===== config.mk =====
export PLATFORM = sky130hd
export DESIGN_NAME = mem_stage
export DESIGN_NICKNAME = d
export VERILOG_FILES = /design/src/rtl/mem_pkg.sv /design/src/rtl/mem_load_ext.sv /design/src/rtl/mem_stage.sv
export SDC_FILE = /design/constraint.sdc
export NUM_CORES = 1
export LEC_CHECK = 0
export ABC_AREA = 1
export CORE_MARGIN = 2
export CORE_UTILIZATION = 42
export DETAILED_ROUTE_END_ITERATION = 10
export GPL_ROUTABILITY_DRIVEN = 1
export HOLD_SLACK_MARGIN = 0.02
export PLACE_DENSITY = 0.82
export SYNTH_ARGS = -nofsm -noshare
export SYNTH_HDL_FRONTEND = slang
export SYNTH_SLANG_ARGS = --single-unit

===== constraint.sdc =====
create_clock -name clk -period 2.6 [get_ports clk]
set_clock_uncertainty 0.15 [all_clocks]
set_input_delay 0.26 -clock clk [delete_from_list [all_inputs] [get_ports clk]]
set_output_delay 0.26 -clock clk [all_outputs]
set_load 0.005 [all_outputs]

===== src/rtl/mem_pkg.sv =====
// Shared constants for the MEM stage: load/store opcodes, FSM states, byte enables.
package mem_pkg;
  localparam logic [5:0] OP_LB  = 6'h20;
  localparam logic [5:0] OP_LH  = 6'h21;
  localparam logic [5:0] OP_LW  = 6'h23;
  localparam logic [5:0] OP_LBU = 6'h24;
  localparam logic [5:0] OP_LHU = 6'h25;
  localparam logic [5:0] OP_SB  = 6'h28;
  localparam logic [5:0] OP_SH  = 6'h29;
  localparam logic [5:0] OP_SW  = 6'h2B;

  localparam logic [3:0] BE_B0   = 4'b0001;
  localparam logic [3:0] BE_LO   = 4'b0011;
  localparam logic [3:0] BE_HI   = 4'b1100;
  localparam logic [3:0] BE_WORD = 4'b1111;

  typedef enum logic [1:0] {IDLE, REQ, DONE} state_e;

  function automatic logic op_is_load(input logic [5:0] op);
    return (op == OP_LB) || (op == OP_LH) || (op == OP_LW) ||
           (op == OP_LBU) || (op == OP_LHU);
  endfunction

  function automatic logic op_is_store(input logic [5:0] op);
    return (op == OP_SB) || (op == OP_SH) || (op == OP_SW);
  endfunction
endpackage


===== src/rtl/mem_load_ext.sv =====
// Load-data lane select and sign/zero extension of the returned memory word.
module mem_load_ext
  import mem_pkg::*;
(
  input  logic [1:0]  addr_lo,
  input  logic [5:0]  op,
  input  logic [31:0] word,
  output logic [31:0] result
);
  logic [7:0]  byte_sel;
  logic [15:0] half_sel;

  always_comb begin
    byte_sel = word[{addr_lo, 3'b000} +: 8];
    half_sel = addr_lo[1] ? word[31:16] : word[15:0];
    result   = word;
    case (op)
      OP_LB:   result = {{24{byte_sel[7]}}, byte_sel};
      OP_LBU:  result = {24'h0, byte_sel};
      OP_LH:   result = {{16{half_sel[15]}}, half_sel};
      OP_LHU:  result = {16'h0, half_sel};
      default: result = word;
    endcase
  end
endmodule


===== src/rtl/mem_stage.sv =====
// MIPS MEM stage: req/ack data-memory transaction, load alignment, MEM/WB register.
// Optional MEM_ALIGN_TRAP_EN: misaligned half/word accesses skip memory and raise mem_exc.
module mem_stage
  import mem_pkg::*;
#(
  parameter int ADDR_W = 32
) (
  input  logic              clk,
  input  logic              rst,
  input  logic [31:0]       exe_out,
  input  logic [31:0]       exe_inst,
  input  logic [31:0]       exe_pc,
  input  logic              exe_valid,
  input  logic [31:0]       exe_rt,
  output logic              dm_req,
  output logic              dm_we,
  output logic [3:0]        dm_be,
  output logic [ADDR_W-1:0] dm_addr,
  output logic [31:0]       dm_wdata,
  input  logic [31:0]       dm_rdata,
  input  logic              dm_ack,
  output logic              mem_stall,
  output logic [31:0]       mem_out,
  output logic [31:0]       mem_inst,
  output logic [31:0]       mem_pc,
  output logic              mem_valid,
  output logic              mem_exc
);
  state_e      state_q, state_d;
  logic [31:0] mem_out_q, mem_out_d, mem_inst_q, mem_inst_d, mem_pc_q, mem_pc_d;
  logic [31:0] rdata_q, rdata_d;
  logic        mem_valid_q, mem_valid_d, mem_exc_q, mem_exc_d;

  logic [5:0]  op;
  logic        is_ld, is_st, is_mem, misalign, go;
  logic [31:0] ld_data;

  assign op     = exe_inst[31:26];
  assign is_ld  = op_is_load(op);
  assign is_st  = op_is_store(op);
  assign is_mem = (is_ld | is_st) & exe_valid;

`ifdef MEM_ALIGN_TRAP_EN
  assign misalign = is_mem &&
    ((((op == OP_LH) || (op == OP_LHU) || (op == OP_SH)) && exe_out[0]) ||
     (((op == OP_LW) || (op == OP_SW)) && (exe_out[1:0] != 2'b00)));
`else
  assign misalign = 1'b0;
`endif

  assign go = is_mem & ~misalign;

  mem_load_ext u_ext (
    .addr_lo (exe_out[1:0]),
    .op      (op),
    .word    (rdata_q),
    .result  (ld_data)
  );

  // Memory port is driven from stable EXE/MEM registers; only req/we depend on state.
  assign dm_req    = (state_q == REQ);
  assign dm_we     = dm_req & is_st;
  assign dm_addr   = {exe_out[ADDR_W-1:2], 2'b00};
  assign mem_stall = ((state_q == IDLE) & go) | (state_q == REQ);

  always_comb begin
    dm_be    = BE_WORD;
    dm_wdata = exe_rt;
    case (op)
      OP_SB: begin
        dm_be    = BE_B0 << exe_out[1:0];
        dm_wdata = {4{exe_rt[7:0]}};
      end
      OP_SH: begin
        dm_be    = exe_out[1] ? BE_HI : BE_LO;
        dm_wdata = {2{exe_rt[15:0]}};
      end
      default: ;
    endcase
  end

  always_comb begin
    state_d     = state_q;
    mem_out_d   = mem_out_q;
    mem_inst_d  = mem_inst_q;
    mem_pc_d    = mem_pc_q;
    mem_valid_d = mem_valid_q;
    mem_exc_d   = mem_exc_q;
    rdata_d     = rdata_q;
    case (state_q)
      IDLE: begin
        if (go) begin
          state_d     = REQ;
          mem_valid_d = 1'b0;
        end else begin
          mem_out_d   = exe_out;
          mem_inst_d  = exe_inst;
          mem_pc_d    = exe_pc;
          mem_valid_d = exe_valid;
          mem_exc_d   = misalign;
        end
      end
      REQ: begin
        mem_valid_d = 1'b0;
        if (dm_ack) begin
          rdata_d = dm_rdata;
          state_d = DONE;
        end
      end
      DONE: begin
        mem_out_d   = is_ld ? ld_data : exe_out;
        mem_inst_d  = exe_inst;
        mem_pc_d    = exe_pc;
        mem_valid_d = 1'b1;
        mem_exc_d   = 1'b0;
        state_d     = IDLE;
      end
      default: state_d = IDLE;
    endcase
  end

  always_ff @(posedge clk) begin
    if (rst) begin
      state_q     <= IDLE;
      mem_out_q   <= '0;
      mem_inst_q  <= '0;
      mem_pc_q    <= '0;
      mem_valid_q <= 1'b0;
      mem_exc_q   <= 1'b0;
      rdata_q     <= '0;
    end else begin
      state_q     <= state_d;
      mem_out_q   <= mem_out_d;
      mem_inst_q  <= mem_inst_d;
      mem_pc_q    <= mem_pc_d;
      mem_valid_q <= mem_valid_d;
      mem_exc_q   <= mem_exc_d;
      rdata_q     <= rdata_d;
    end
  end

  assign mem_out   = mem_out_q;
  assign mem_inst  = mem_inst_q;
  assign mem_pc    = mem_pc_q;
  assign mem_valid = mem_valid_q;
  assign mem_exc   = mem_exc_q;
endmodule


==> results of run 1 <==
cells in the mapped netlist (all sizes together):
cell type,n
o2111ai,7
or2,2
o21ai,55
o22ai,8
clkinv,1
o211ai,8
clkbuf,32
conb,1
and2,1
nand2,181
a21oi,47
nand3b,2
ha,5
inv,100
dfxtp,131
o21bai,58
nor2,298
nand4,1
nand3,79
buf,75
stage by stage:
| step | hold slack, ns | TNS (ns) | util | worst slack, ns | power (W) |
|---|---|---|---|---|---|
| finish | 0.121 | 0 | 0.669 | 0.0652 | 0.00751 |
| global route | 0.149 | -0.125 | 0.669 | -0.0745 | 0.00795 |
| CTS | 0.234 | -0.00368 | 0.662 | -0.00368 | 0.00758 |
| detailed placement | 0.321 | -0.815 | 0.626 | -0.103 | 0.00517 |
| global placement | 0.312 | -0.0299 | 0.626 | -0.0104 | 0.00511 |
| floorplan | 0.261 | 0 | - | 0.791 | 0.00392 |
sequential cells by signal, indices dropped and copies added (netlist names):
register	cells
mem_inst	32
mem_out	32
mem_pc	32
rdata_q	32
state_q	2
mem_valid	1
worst max-delay path: cells and delay by family:
family                 cells  cell delay (ns)
AOI/OAI and AO/OA          2             0.18
buffers and inverters      5             1.36
and+or+nand+nor            3             0.32
cells by family after synthesis:
group           share of synthesized area
fa+ha+maj                         0.00879
flops                               0.368
other cells                      0.000527
simple gates                        0.320
compound gates                      0.157
buf+inv                             0.145
power by group through the flow:
stage	combinational, W	sequential, W	clock, W
global route	0.00278	0.00266	0.00251
floorplan	0.00126	0.00265	0
CTS	0.00253	0.00261	0.00244
global placement	0.00247	0.00264	0
finish	0.00252	0.00262	0.00238
detailed placement	0.00252	0.00266	0
repair_timing:
item / in CTS / in global routing
endpoints found under the setup margin: 20 / 25
pin swaps: 0 / 2
buffers inserted: 0 / 4
cloned: 0 / 1
gates resized for setup: 4 / 22
worst max path at each step:
stage / startpoint / end / slack, ns / depth (start not counted)
after detailed placement: exe_inst[29] / dm_wdata[20] / -0.10 / 10
final: exe_inst[30] / dm_wdata[12] / 0.07 / 10
after global routing: exe_inst[30] / dm_wdata[26] / -0.07 / 10
after global placement: exe_inst[29] / dm_wdata[20] / -0.01 / 10
after floorplan: state_q[0]$_SDFFE_PP0P_ / mem_inst[0]$_SDFFE_PP0P_ / 0.79 / 9
after CTS: exe_inst[29] / dm_wdata[17] / -0.004 / 10
layout make-up:
class | instances | area share
repair buffers | 370 | 0.335
inverters | 101 | 0.0344
clock inverters | 13 | 0.0135
flip-flops and latches | 131 | 0.236
clock buffers | 19 | 0.0399
multi-input cells | 755 | 0.316
well taps | 220 | 0.0248
layout by cell type, fill, tap and decap left out, types with 2 or more instances in the layout:
cell type and n:
dlymetal6s2s_1 17, buf_4 31, buf_6 3, a21oi_1 47, o22ai_1 7, clkinvlp_4 2
clkbuf_16 17, nand3_2 6, buf_12 6, or2_2 2, nor2_4 2, nand3_1 73
nand3b_1 2, inv_1 93, nand2_1 173, clkdlybuf4s50_1 311, dfxtp_1 131, inv_2 7
nor2_1 295, o21bai_1 58, o21ai_0 53, ha_1 5, nand2_2 7, o21ai_1 2
o211ai_1 8, o2111ai_1 7, clkinv_4 5, inv_6 3, buf_2 2, conb_1 3
bufinv_16 2
metal layers:
metal	vias to the layer above	share of wire	routed length, um	global-route usage
li1	3978	-	-	-
met1	3465	0.41	9480	0.297
met2	333	0.48	11100	0.413
met3	50	0.075	1720	0.0556
met4	0	0.030	686	0.112
met5	-	0	0	0
==> qor.yml, run 1 <==
syn-cell-area_mm2: 0.00712
vias: 7826
die_area_mm2: 0.0180
grt_usage: 0.245
timing.rr.start: "rdata_q[23]$_SDFFE_PP0P_"
multiInputGateArea_mm2: 0.00350
ios: 333
holdCritStartpoint: "exe_inst[27]"
min_period_ns: 2.53
internal_power_w: 0.00517
finalCritPeriodShare: 0.975
r2r-end: "mem_out[16]$_SDFFE_PP0P_"
start_util: 0.429
grt_max_degree: 55
crit_chain: "clkdlybuf4s50_1 -> inv_1 -> nand2_1 -> nor2_2 -> nand2_2 -> buf_4 -> o22ai_1 -> inv_1 -> o21ai_0 -> clkdlybuf4s50_1"
syn_inst: 1092
n_antenna_cell: 0
vdd_ir_drop_max_mv: 0.473
grt_setup_unrepaired: "yes"
cp.required_ns: 2.19
seqPwrFrac: 0.348
h-tree-depth: 4
routed_wl_mm: 23.0
cp_slowest_cell: "clkdlybuf4s50_1"
place_area_mm2: 0.0104
drc: 0
layout.area.seq_mm2: 0.00262
r2r_cells: 10
n_fill_cell: 1464
crit_path_end_kind: "output port"
rrSetupSlack_ns: 0.60
avgSynthCellArea_um2: 6.52
dp_hpwl_mm: 17.0
fin_nets: 1545
yosys-top-cells-area: "dfxtp_1 (37%), nor2_1 (16%), nand2_1 (9.2%), o21bai_1 (6.1%), nand3_1 (5.3%)"
setup.worst_path.start_class: "primary input"
finalMaxSlewViolations: 0
p_comb_frac: 0.335
min_path_type: "in -> reg"
hold_viol: 0
switching_share: 0.312
core_mm2: 0.0166
first_global_vias: 7200
die_height_um: 134
switchingPower_w: 0.00235
grt_antenna_before_repair: 0
maxCapViolCount: 0
setup_viol: 0
crit_type: "in -> out"
wl_per_cell_um: 14.3
synth_seq_cells: 131
ant_nets: 0
yosys_warnings: 0
min_to: "mem_inst[27]$_SDFFE_PP0P_"
cellPowerDensity_mw_per_mm2: 677
clock_sinks: 131
grt_pass1_wl_mm: 35.5
globalplace.congestion: 0.901
cellLeakagePower_nw: 5.03
clockPowerShare: 0.317
finalInstanceArea_mm2: 0.0111
critPathMaxFanout: 8
max-clock-path-buffers: 2
die_x_um: 134
arrival_ns: 2.12
whs_path_depth: 5
portBuffers: 329
synth.distinct_cells: 30
synth_seq_area_share: 0.368
yosys.area.top_type: "dfxtp_1"
root_buffer: "clkbuf_16"
post-place-cells: 1572
fmax_ghz: 0.395
gr-total-overflow: 0
clk_latency_ns: 0.41
instances_no_fill: 1609
max_stage_delay_ns: 0.54
vias_per_cell: 4.86
synth_top_area_share: 0.368
cts_buffers: 17
status: "finished, final reports clean"
synthToLayoutAreaGrowth_pct: 55.9
drive_above_1_share: 0.0727
drt_iter0_markers: 685
rows: 47
cts_hold_buf: 0
clkSlewWorstSetupHoldPaths_ns: 0.06
firstDrtPassIters: 5
cts_tree: "yes"
(Power assumes the default switching activity.)
==> run 2, diff against run 1 <==
--- a/config.mk
+++ b/config.mk
@@ -12,6 +12,7 @@
 export GPL_ROUTABILITY_DRIVEN = 1
 export HOLD_SLACK_MARGIN = 0.02
 export PLACE_DENSITY = 0.82
+export SLEW_MARGIN = 25
 export SYNTH_ARGS = -nofsm -noshare
 export SYNTH_HDL_FRONTEND = slang
 export SYNTH_SLANG_ARGS = --single-unit
==> results of run 2 <==
Final layout, timing and power as in run 1 (identical DEF).
